**config.mk**
```make
export PLATFORM = sky130hd
export DESIGN_NAME = vga_sync_gen
export DESIGN_NICKNAME = d
export VERILOG_FILES = /design/src/rtl/vga_sync_gen.sv
export SDC_FILE = /design/constraint.sdc
export NUM_CORES = 1
export LEC_CHECK = 0
export BUFFER_PORTS_ARGS = -buffer_cell sky130_fd_sc_hd__buf_4
export CORE_MARGIN = 4
export CORE_UTILIZATION = 30
export DETAILED_ROUTE_END_ITERATION = 16
export RECOVER_POWER = 25
export SYNTH_ARGS = -nofsm -noshare
export SYNTH_HDL_FRONTEND = slang
export SYNTH_SLANG_ARGS = --single-unit
```
**constraint.sdc**
```tcl
create_clock -name clk -period 6.1 [get_ports clk]
set_clock_uncertainty 0.2 [all_clocks]
set_input_delay 0.305 -clock clk [delete_from_list [all_inputs] [get_ports clk]]
set_output_delay 0.305 -clock clk [all_outputs]
set_load 0.01 [all_outputs]
```
**src/rtl/vga_sync_gen.sv**
```systemverilog
// Raster timing generator: pixel counters plus hsync/vsync/blank/frame_start strobes.
// Define VGA_SYNC_ALIGN_EN to delay hsync/vsync/blank by one pixel to match a registered colour stage.
module vga_sync_gen #(
  parameter int H_VISIBLE = 800,
  parameter int H_FRONT   = 40,
  parameter int H_SYNC    = 128,
  parameter int H_BACK    = 88,
  parameter int V_VISIBLE = 600,
  parameter int V_FRONT   = 1,
  parameter int V_SYNC    = 4,
  parameter int V_BACK    = 23,
  parameter bit HS_POL    = 1'b1,
  parameter bit VS_POL    = 1'b1
) (
  input  logic        clk,
  input  logic        rst,
  input  logic        pix_ce,
  output logic [10:0] hcount,
  output logic [9:0]  vcount,
  output logic        hsync,
  output logic        vsync,
  output logic        blank,
  output logic        frame_start
);

  localparam int H_TOTAL = H_VISIBLE + H_FRONT + H_SYNC + H_BACK;
  localparam int V_TOTAL = V_VISIBLE + V_FRONT + V_SYNC + V_BACK;

  generate
    if (H_TOTAL < 1 || H_TOTAL > 2048) begin : g_h_total_chk
      $error("vga_sync_gen: H_TOTAL does not fit the 11-bit hcount port");
    end
    if (V_TOTAL < 1 || V_TOTAL > 1024) begin : g_v_total_chk
      $error("vga_sync_gen: V_TOTAL does not fit the 10-bit vcount port");
    end
  endgenerate

  // One extra bit on the boundaries so a zero back porch at the maximum total cannot overflow.
  localparam logic [10:0] H_LAST = 11'(H_TOTAL - 1);
  localparam logic [9:0]  V_LAST = 10'(V_TOTAL - 1);
  localparam logic [11:0] H_VIS  = 12'(H_VISIBLE);
  localparam logic [11:0] H_SS   = 12'(H_VISIBLE + H_FRONT);
  localparam logic [11:0] H_SE   = 12'(H_VISIBLE + H_FRONT + H_SYNC);
  localparam logic [10:0] V_VIS  = 11'(V_VISIBLE);
  localparam logic [10:0] V_SS   = 11'(V_VISIBLE + V_FRONT);
  localparam logic [10:0] V_SE   = 11'(V_VISIBLE + V_FRONT + V_SYNC);

  logic [10:0] hcount_q, hcount_d;
  logic [9:0]  vcount_q, vcount_d;
  logic        wrap_d;
  logic        hsync_q, hsync_d;
  logic        vsync_q, vsync_d;
  logic        blank_q, blank_d;
  logic        frame_start_q;
  logic        hs_act_d, vs_act_d;

  always_comb begin
    hcount_d = hcount_q;
    vcount_d = vcount_q;
    wrap_d   = 1'b0;
    if (hcount_q == H_LAST) begin
      hcount_d = 11'd0;
      if (vcount_q == V_LAST) begin
        vcount_d = 10'd0;
        wrap_d   = 1'b1;
      end else begin
        vcount_d = vcount_q + 10'd1;
      end
    end else begin
      hcount_d = hcount_q + 11'd1;
    end
  end

  // Strobes decode the next-state counts so they land in the same cycle as those counts.
  always_comb begin
    hs_act_d = ({1'b0, hcount_d} >= H_SS) && ({1'b0, hcount_d} < H_SE);
    vs_act_d = ({1'b0, vcount_d} >= V_SS) && ({1'b0, vcount_d} < V_SE);
    hsync_d  = hs_act_d ? HS_POL : ~HS_POL;
    vsync_d  = vs_act_d ? VS_POL : ~VS_POL;
    blank_d  = ({1'b0, hcount_d} >= H_VIS) || ({1'b0, vcount_d} >= V_VIS);
  end

  always_ff @(posedge clk) begin
    if (rst) begin
      hcount_q      <= 11'd0;
      vcount_q      <= 10'd0;
      hsync_q       <= ~HS_POL;
      vsync_q       <= ~VS_POL;
      blank_q       <= 1'b0;
      frame_start_q <= 1'b0;
    end else if (pix_ce) begin
      hcount_q      <= hcount_d;
      vcount_q      <= vcount_d;
      hsync_q       <= hsync_d;
      vsync_q       <= vsync_d;
      blank_q       <= blank_d;
      frame_start_q <= wrap_d;
    end else begin
      frame_start_q <= 1'b0;
    end
  end

`ifdef VGA_SYNC_ALIGN_EN
  logic hsync_al_q, vsync_al_q, blank_al_q;

  always_ff @(posedge clk) begin
    if (rst) begin
      hsync_al_q <= ~HS_POL;
      vsync_al_q <= ~VS_POL;
      blank_al_q <= 1'b0;
    end else if (pix_ce) begin
      hsync_al_q <= hsync_q;
      vsync_al_q <= vsync_q;
      blank_al_q <= blank_q;
    end
  end

  assign hsync = hsync_al_q;
  assign vsync = vsync_al_q;
  assign blank = blank_al_q;
`else
  assign hsync = hsync_q;
  assign vsync = vsync_q;
  assign blank = blank_q;
`endif

  assign hcount      = hcount_q;
  assign vcount      = vcount_q;
  assign frame_start = frame_start_q;

endmodule
```
==> out/qor.yml, run 1 <==
insertion_delay_ns: 0.27
postCtsHoldBufs: 0
max_slew_margin: 0.613
via_per_inst: 5.46
synthToLayoutAreaGrowth_pct: 8.70
ys_async_sr_fraction: 0
powerDensity_mw_per_mm2: 149
cts_setup_buffers: 0
grt_use_total: 0.122
leakage_nw: 0.618
finalWirelength_um: 4230
finalCoreUtilization: 0.339
vias: 1672
grt_first_pass_wirelength_um: 7260
arrival_ns: 2.89
synth_nets: 227
core_area_mm2: 0.00557
cts.clk_slew.worst_paths_ns: 0.09
ios: 28
synth_seq_area_share: 0.288
crit_fanout: 16
slew_viol_final: 0
syn_inst: 222
drtPass1Iterations: 4
finalHoldViolCount: 0
syn_area_mm2: 0.00174
required_ns: 6.11
setup_tns_ns: 0
hold_path.class: "in -> reg"
die-area_mm2: 0.00708
clock.fmax_mhz: 347
period_needed_ns: 2.88
endpoint_kind: "register"
yosysUniqueCellTypes: 56
n_antenna_cell: 0
mostFrequentLayoutCell: "nor2_1"
layout_common_cells: "26 x nor2_1, 25 x dfxtp_1, 18 x nand2_1"
grt_overflow: 0
drc: 0
synth_edf_count: 0
post_cts_resized: 0
initial_core_util: 0.312
cap_violations: 0
place_congestion: 0.872
ir_drop_mv: 0.0600
setup_viol: 0
place_hpwl_um: 2960
ant_nets: 0
cts_buffers: 3
drt-initial-drc-count: 90
grt_pass1_vias: 1519
startpoint_type: "register"
cts-root-buf: "clkbuf_8"
status: "complete, no violations"
io_buffers: 27
wire_per_inst_um: 13.8
clock-sinks: 25
antenna_found_initial: 0
yosys_warnings: 0
synth_top_flop_cell: "dfxtp_1"
worstMarginPinSlew_ns: 0.576
drive_above_1_share: 0.120
ys_ff_latch: 25
grt_max_degree: 29
cts_tree: "built"
postSynthAreaPerCell_um2: 7.83
nets: 240
rsz0062_at_grt: "false"
die_width_um: 84.1
cts_htree_levels: 1
max-clock-path-buffers: 2
rows: 27
min_period_over_period: 0.473
path_class: "reg -> reg"
die_y_um: 84.1
sequential cells by signal, summed over array words and instances (netlist names):
signal and cells:
blank 1, frame_start 1, hcount 11, hsync 1
vcount 10, vsync 1
power by group:
part	total (mW)	leakage, nW	internal (mW)	switching (mW)
registers	0.167	0.202	0.165	0.00238
logic	0.0140	0.393	0.00491	0.00910
clock network	0.101	0.0228	0.0468	0.0547
kinds of logic after synthesis:
| group | share of synthesized area |
|---|---|
| AO/OA/AOI/OAI | 0.186 |
| XOR/XNOR | 0.0604 |
| adder cells (fa/ha/maj) | 0.0144 |
| buffers and inverters | 0.0899 |
| flip-flops | 0.288 |
| multiplexers | 0.0115 |
| AND/OR/NAND/NOR | 0.350 |
worst paths after layout:
| check | start | end | slack, ns | cells past startpoint |
|---|---|---|---|---|
| worst max register to register | hcount[0]$_SDFFE_PP0P_ | vcount[5]$_SDFFE_PP0P_ | 3.22 | 7 |
| worst min-delay path | rst | hcount[5]$_SDFFE_PP0P_ | 0.20 | 2 |
| worst min register to register | blank$_SDFFE_PP0P_ | blank$_SDFFE_PP0P_ | 0.29 | 2 |
| worst max-delay path | hcount[0]$_SDFFE_PP0P_ | vcount[5]$_SDFFE_PP0P_ | 3.22 | 7 |
area by class of cell:
| type | instances | area [um^2] |
|---|---|---|
| tap | 72 | 90.1 |
| clock buffer | 4 | 45.0 |
| multi-input combinational | 175 | 1080 |
| fill | 615 | 3680 |
| sequential | 25 | 500 |
| inverter | 3 | 11.3 |
| timing repair buffer | 27 | 161 |
per-layer routing:
layer  GRT usage  part of all wire
met5           0                 0
met4      0.0263            0.0061
met3      0.0275             0.056
met2       0.196              0.46
met1       0.167              0.48
Yosys cell counts (4+ instances only):
library cell   n  area, um^2
buf_6          5        56.3
a21oi_1       14        70.1
nand2_1       18        67.6
nor3_1         9        45.0
a311oi_1       4        35.0
nor4_1         7        43.8
and3_1         4        25.0
nand3_1       12        60.1
nand4_1        8        50.1
dfxtp_1       25         500
xor2_1         9        78.8
nor2_1        26        97.6
clkbuf_1       5        18.8
or3_1          4        25.0
o21ai_0       10        50.1
through the flow:
| stage | cells | hold WS [ns] | area, um^2 | setup slack, ns | total power, mW |
|---|---|---|---|---|---|
| 2_1_floorplan | 222 | 0.303 | 1740 | 3.80 | 0.181 |
| 3_3_place_gp | 302 | 0.284 | 1890 | 3.36 | 0.186 |
| 3_5_place_dp | 302 | 0.284 | 1890 | 3.26 | 0.186 |
| 4_1_cts | 306 | 0.193 | 1930 | 3.22 | 0.291 |
| 5_1_grt | 306 | 0.203 | 1890 | 2.99 | 0.298 |
| 6_report | 306 | 0.196 | 1890 | 3.22 | 0.282 |
critical path, cell delays in order, from the launching register on:
cell and delay (ns):
dfxtp_1 0.47, ha_1 0.45, and4bb_1 0.32, and3_1 0.49
and2_1 0.33, nand2_1 0.09, or3_1 0.32, a21oi_1 0.14
No activity file was read; power rests on OpenSTA's default activity.
==> inputs of run 2 (changes only) <==
==> constraint.sdc (replaced) <==
create_clock -name clk -period 2.4 [get_ports clk]
set_clock_uncertainty 0.2 [all_clocks]
set_input_delay 0.12 -clock clk [delete_from_list [all_inputs] [get_ports clk]]
set_output_delay 0.12 -clock clk [all_outputs]
set_load 0.01 [all_outputs]
==> out/qor.yml, run 2 (same netlist as run 1, synthesis figures left out) <==
rows: 27  # unchanged
arrival_ns: 2.18  # was 2.89 ns
grt_pass1_vias: 1579  # was 1519
insertion_delay_ns: 0.27  # about the same
place_congestion: 0.814  # was 0.872
place_area_mm2: 0.00208  # was 0.00189 mm^2
vias: 1796  # was 1672
grt_overflow: 0  # unchanged
via_per_inst: 5.41  # was 5.46
core_area_mm2: 0.00557  # unchanged
setup_viol: 0  # unchanged
power.switching_mw: 0.174  # was 0.0662 mW
ios: 28  # unchanged
rrSetupSlack_ns: 0.18  # was 3.22 ns
required_ns: 2.36  # was 6.11 ns
path_class: "reg -> reg"  # unchanged
clock.fmax_mhz: 450  # was 347 MHz
clock-sinks: 25  # unchanged
cts_buffers: 3  # unchanged
stdcell_count: 332  # was 306
design_area_mm2: 0.00210  # was 0.00189 mm^2
pwr-share-comb: 0.066  # was 0.050
die_y_um: 84.1  # unchanged
path_cells: "ha_1, nand2b_1, or4_4, and2_4, o21a_1, o31ai_1, a311oi_1"  # was ha_1, and4bb_1, and3_1, and2_1, nand2_1, or3_1, a21oi_1
ir_drop_mv: 0.244  # was 0.0600 mV
finalHoldViolCount: 0  # unchanged
wire_per_inst_um: 13.6  # was 13.8 um
place_worst_setup_slack_ns: 0.101  # was 3.26 ns
antenna_found_initial: 0  # unchanged
worstMarginPinSlew_ns: 0.491  # was 0.576 ns
place_hpwl_um: 3300  # was 2960 um
grt_max_degree: 29  # unchanged
crit_fanout: 6  # was 16
die-area_mm2: 0.00708  # unchanged
crit_cells: 7  # unchanged
nets: 266  # was 240
finalWirelength_um: 4530  # was 4230 um
setup_slack_ns: 0.179  # was 3.22 ns
cp_top_family: "simple AND/OR/NAND/NOR gates"  # unchanged
n_antenna_cell: 0  # unchanged
slew_viol_final: 0  # unchanged
drtPass1Iterations: 4  # unchanged
cts.clk_slew.worst_paths_ns: 0.09  # about the same
startpoint_type: "register"  # unchanged
clock_power_share: 0.356  # was 0.359
ant_nets: 0  # unchanged
slowest_stage: "or4_4"  # was and3_1
initial_core_util: 0.312  # unchanged
hp-start: "rst"  # unchanged
cts-root-buf: "clkbuf_8"  # unchanged
r2r_start: "vcount[0]$_SDFFE_PP0P_"  # was hcount[0]$_SDFFE_PP0P_
min_period_over_period: 0.926  # was 0.473
cts_tree: "built"  # unchanged
cap_violations: 0  # unchanged
max_slew_margin: 0.669  # was 0.613
setup_tns_ns: 0  # unchanged
critPathBufInv: 0  # unchanged
drt-initial-drc-count: 176  # was 90
mostFrequentLayoutCell: "buf_4"  # was nor2_1
endpoint_kind: "register"  # unchanged
layout_common_cells: "43 x buf_4, 26 x nor2_1, 25 x dfxtp_1"  # was 26 x nor2_1, 25 x dfxtp_1, 18 x nand2_1
p_int_mw: 0.554  # was 0.216 mW
drive_above_1_share: 0.227  # was 0.120
largest_reg_flops: 11  # unchanged
fillCellCount: 629  # was 615
grt_use_total: 0.126  # was 0.122
hold_depth: 2  # unchanged
cts_htree_levels: 1  # unchanged
period_needed_ns: 2.22  # was 2.88 ns
r2r-end: "blank$_SDFFE_PP0P_"  # was vcount[5]$_SDFFE_PP0P_
synthToLayoutAreaGrowth_pct: 20.9  # was 8.70%
slowest_delay_ns: 0.46  # was 0.49 ns
rsz0062_at_grt: "false"  # unchanged
min_to: "vcount[0]$_SDFFE_PP0P_"  # was hcount[5]$_SDFFE_PP0P_
reg2reg_depth: 7  # unchanged
hold_path.class: "in -> reg"  # unchanged
switching_share: 0.239  # was 0.234
drc: 0  # unchanged
status: "complete, no violations"  # unchanged
io_buffers: 27  # unchanged
power_mw: 0.728  # was 0.282 mW
grt_first_pass_wirelength_um: 7490  # was 7260 um
max-clock-path-buffers: 2  # unchanged
p_seq_frac: 0.579  # was 0.591
leakage_nw: 0.758  # was 0.618 nW
die_width_um: 84.1  # unchanged
dp_cells: 328  # was 302
powerDensity_mw_per_mm2: 346  # was 149 mW/mm^2
run 2: through the flow:
stage / hold slack, ns / util
after global placement: 0.285 / 0.374
after global routing: 0.0189 / 0.377
after detailed placement: 0.295 / 0.374
after floorplan: 0.184 / -
final: 0.00806 / 0.377
after CTS: 0.0124 / 0.382
run 2: metal layers:
layer,vias up,wire length [um],track usage
met5,-,0,0
met4,0,29,0.0292
met3,4,233,0.0265
met2,54,2090,0.202
met1,838,2170,0.174
li1,900,-,-
run 2: what timing repair did:
action / CTS / global route
resized for setup: 0 / 4
hold buffers: 0 / 0
endpoints found under the setup margin: 0 / 4
buffers inserted: 0 / 0
run 2: worst max-delay path by stage:
stage                           startpoint                  to  slack [ns]
finish              vcount[0]$_SDFFE_PP0P_  blank$_SDFFE_PP0P_        0.18
global route        vcount[1]$_SDFFE_PP0P_  blank$_SDFFE_PP0P_        0.04
CTS                 hcount[0]$_SDFFE_PP0P_  blank$_SDFFE_PP0P_        0.07
detailed placement  hcount[0]$_SDFFE_PP0P_  blank$_SDFFE_PP0P_        0.10
global placement    hcount[0]$_SDFFE_PP0P_  blank$_SDFFE_PP0P_        0.13
floorplan           hcount[0]$_SDFFE_PP0P_  hsync$_SDFFE_PP0P_        0.10
run 2: layout make-up:
cell class	instances	area, um^2	area share
clock buffers	3	41.3	0.0196
inverters	3	11.3	0.00535
multi-input cells	175	1090	0.521
repair buffers	53	360	0.171
well taps	72	90.1	0.0428
clock inverters	1	5.00	0.00238
flip-flops and latches	25	500	0.238
run 2: power by group through the flow:
stage                     logic (mW)  clock network (mW)  registers [mW]
after floorplan               0.0259                   0           0.435
after global placement        0.0488                   0           0.430
after CTS                     0.0492               0.275           0.421
after detailed placement      0.0490                   0           0.431
after global routing          0.0541               0.290           0.422
final                         0.0479               0.259           0.421
==> inputs of run 3 (changes only) <==
--- a/config.mk
+++ b/config.mk
@@ -6,9 +6,13 @@
 export NUM_CORES = 1
 export LEC_CHECK = 0
 export BUFFER_PORTS_ARGS = -buffer_cell sky130_fd_sc_hd__buf_4
+export CAP_MARGIN = 0
+export CELL_PAD_IN_SITES_DETAIL_PLACEMENT = 1
+export CELL_PAD_IN_SITES_GLOBAL_PLACEMENT = 2
 export CORE_MARGIN = 4
-export CORE_UTILIZATION = 30
+export CORE_UTILIZATION = 29
 export DETAILED_ROUTE_END_ITERATION = 16
+export PLACE_DENSITY_LB_ADDON = 0.1
 export RECOVER_POWER = 25
 export SYNTH_ARGS = -nofsm -noshare
 export SYNTH_HDL_FRONTEND = slang
==> out/qor.yml, run 3 (same netlist as run 1, synthesis figures left out) <==
die_width_um: 85.4  # was 84.1 um
leakage_nw: 0.761  # was 0.758 nW
finalCoreUtilization: 0.374  # was 0.377
path_cells: "nand4bb_1, or4_4, and2_4, o21a_1, o31ai_2, a311oi_1"  # was ha_1, nand2b_1, or4_4, and2_4, o21a_1, o31ai_1, a311oi_1
grt_max_degree: 29  # unchanged
antenna_found_initial: 0  # unchanged
via_per_inst: 5.46  # was 5.41
drc: 0  # unchanged
slowest_stage: "or4_4"  # unchanged
fin_hold_ws_ns: 0.0117  # was 0.00806 ns
cts-root-buf: "clkbuf_8"  # unchanged
place_area_mm2: 0.00207  # was 0.00208 mm^2
design_area_mm2: 0.00212  # was 0.00210 mm^2
slew_viol_final: 0  # unchanged
place_congestion: 0.789  # was 0.814
setup_slack_ns: 0.117  # was 0.179 ns
grt_pass1_vias: 1789  # was 1579
place_worst_setup_slack_ns: 0.0110  # was 0.101 ns
initial_core_util: 0.306  # was 0.312
cts_setup_buffers: 0  # unchanged
max_slew_margin: 0.717  # was 0.669
status: "complete, no violations"  # unchanged
grt_overflow: 0  # unchanged
layout_common_cells: "45 x buf_4, 26 x nor2_1, 23 x dfxtp_1"  # was 43 x buf_4, 26 x nor2_1, 25 x dfxtp_1
arrival_ns: 2.25  # was 2.18 ns
ant_nets: 0  # unchanged
finalWirelength_um: 5490  # was 4530 um
hold_depth: 2  # unchanged
ir_drop_mv: 0.183  # was 0.244 mV
grt_use_total: 0.154  # was 0.126
startpoint_type: "register"  # unchanged
setup_viol: 0  # unchanged
cts_buffers: 3  # unchanged
hold_path.class: "in -> reg"  # unchanged
period_needed_ns: 2.28  # was 2.22 ns
io_buffers: 27  # unchanged
n_antenna_cell: 0  # unchanged
drtPass1Iterations: 4  # unchanged
core_area_mm2: 0.00568  # was 0.00557 mm^2
place_hpwl_um: 4080  # was 3300 um
finalHoldViolCount: 0  # unchanged
min_period_over_period: 0.951  # was 0.926
crit_fanout: 8  # was 6
cap_violations: 0  # unchanged
stdcell_count: 331  # was 332
reg2reg_depth: 6  # was 7
die_y_um: 85.4  # was 84.1 um
largest_reg_flops: 11  # unchanged
setup_tns_ns: 0  # unchanged
drive_above_1_share: 0.251  # was 0.227
path_class: "reg -> reg"  # unchanged
ios: 28  # unchanged
worstMarginPinSlew_ns: 0.420  # was 0.491 ns
die-area_mm2: 0.00730  # was 0.00708 mm^2
cts_tree: "built"  # unchanged
clock.fmax_mhz: 438  # was 450 MHz
mostFrequentLayoutCell: "buf_4"  # unchanged
grt_first_pass_wirelength_um: 9180  # was 7490 um
rows: 27  # unchanged
cts_htree_levels: 1  # unchanged
cts.clk_slew.worst_paths_ns: 0.10  # was 0.09 ns
max-clock-path-buffers: 2  # unchanged
required_ns: 2.36  # about the same
dp_cells: 327  # was 328
nets: 265  # was 266
rsz0062_at_grt: "true"  # was false
powerDensity_mw_per_mm2: 348  # was 346 mW/mm^2
power_mw: 0.739  # was 0.728 mW
vias: 1806  # was 1796
synthToLayoutAreaGrowth_pct: 21.9  # was 20.9%
slowest_delay_ns: 0.60  # was 0.46 ns
clock-sinks: 25  # unchanged
insertion_delay_ns: 0.28  # was 0.27 ns
endpoint_kind: "register"  # unchanged
drt-initial-drc-count: 106  # was 176
wire_per_inst_um: 16.6  # was 13.6 um
-- run 3: cell types whose count changed in the layout (fill, tap and decap cells not counted), sizes merged --
cell    delta
clkbuf     -3
buf        +2
-- run 3: worst max-delay path, delay by kind of cell (launching register included) --
family,cells,cell delay (ns)
AND/OR/NAND/NOR,3,0.96
AO/OA/AOI/OAI,3,0.59
flip-flops,1,0.42
-- run 3: path summary, 6_finish.rpt --
kind / slack (ns) / end / start
max: 0.12 / blank$_SDFFE_PP0P_ / vcount[9]$_SDFFE_PP0P_
min: 0.01 / hcount[7]$_SDFFE_PP0P_ / rst
max reg2reg: 0.12 / blank$_SDFFE_PP0P_ / vcount[9]$_SDFFE_PP0P_
min reg2reg: 0.30 / blank$_SDFFE_PP0P_ / blank$_SDFFE_PP0P_
-- run 3: layout make-up --
cell class | count | area, um^2
Clock buffer | 3 | 41.3
Clock inverter | 1 | 5.00
Fill cell | 737 | 3550
Inverter | 3 | 11.3
Multi-Input combinational cell | 175 | 1110
Sequential cell | 25 | 503
Tap cell | 72 | 90.1
Timing Repair Buffer | 52 | 364
-- run 3: repair_timing --
action	in CTS	in global routing
endpoints found under the setup margin	1	2
hold buffers	0	0
pin swaps	0	0
resized for setup	1	7
-- run 3: metal layers --
layer	wire, um	GRT usage	up-vias
met3	146	0.0175	4
li1	-	-	894
met2	2360	0.226	28
met1	2950	0.236	880
met4	38	0.0345	0
met5	0	0	-
-- run 3: power breakdown --
part / total [mW] / internal [mW] / switching, mW
logic: 0.0493 / 0.0188 / 0.0305
clock network: 0.269 / 0.117 / 0.152
registers: 0.421 / 0.418 / 0.00242
total: 0.739 / 0.554 / 0.185
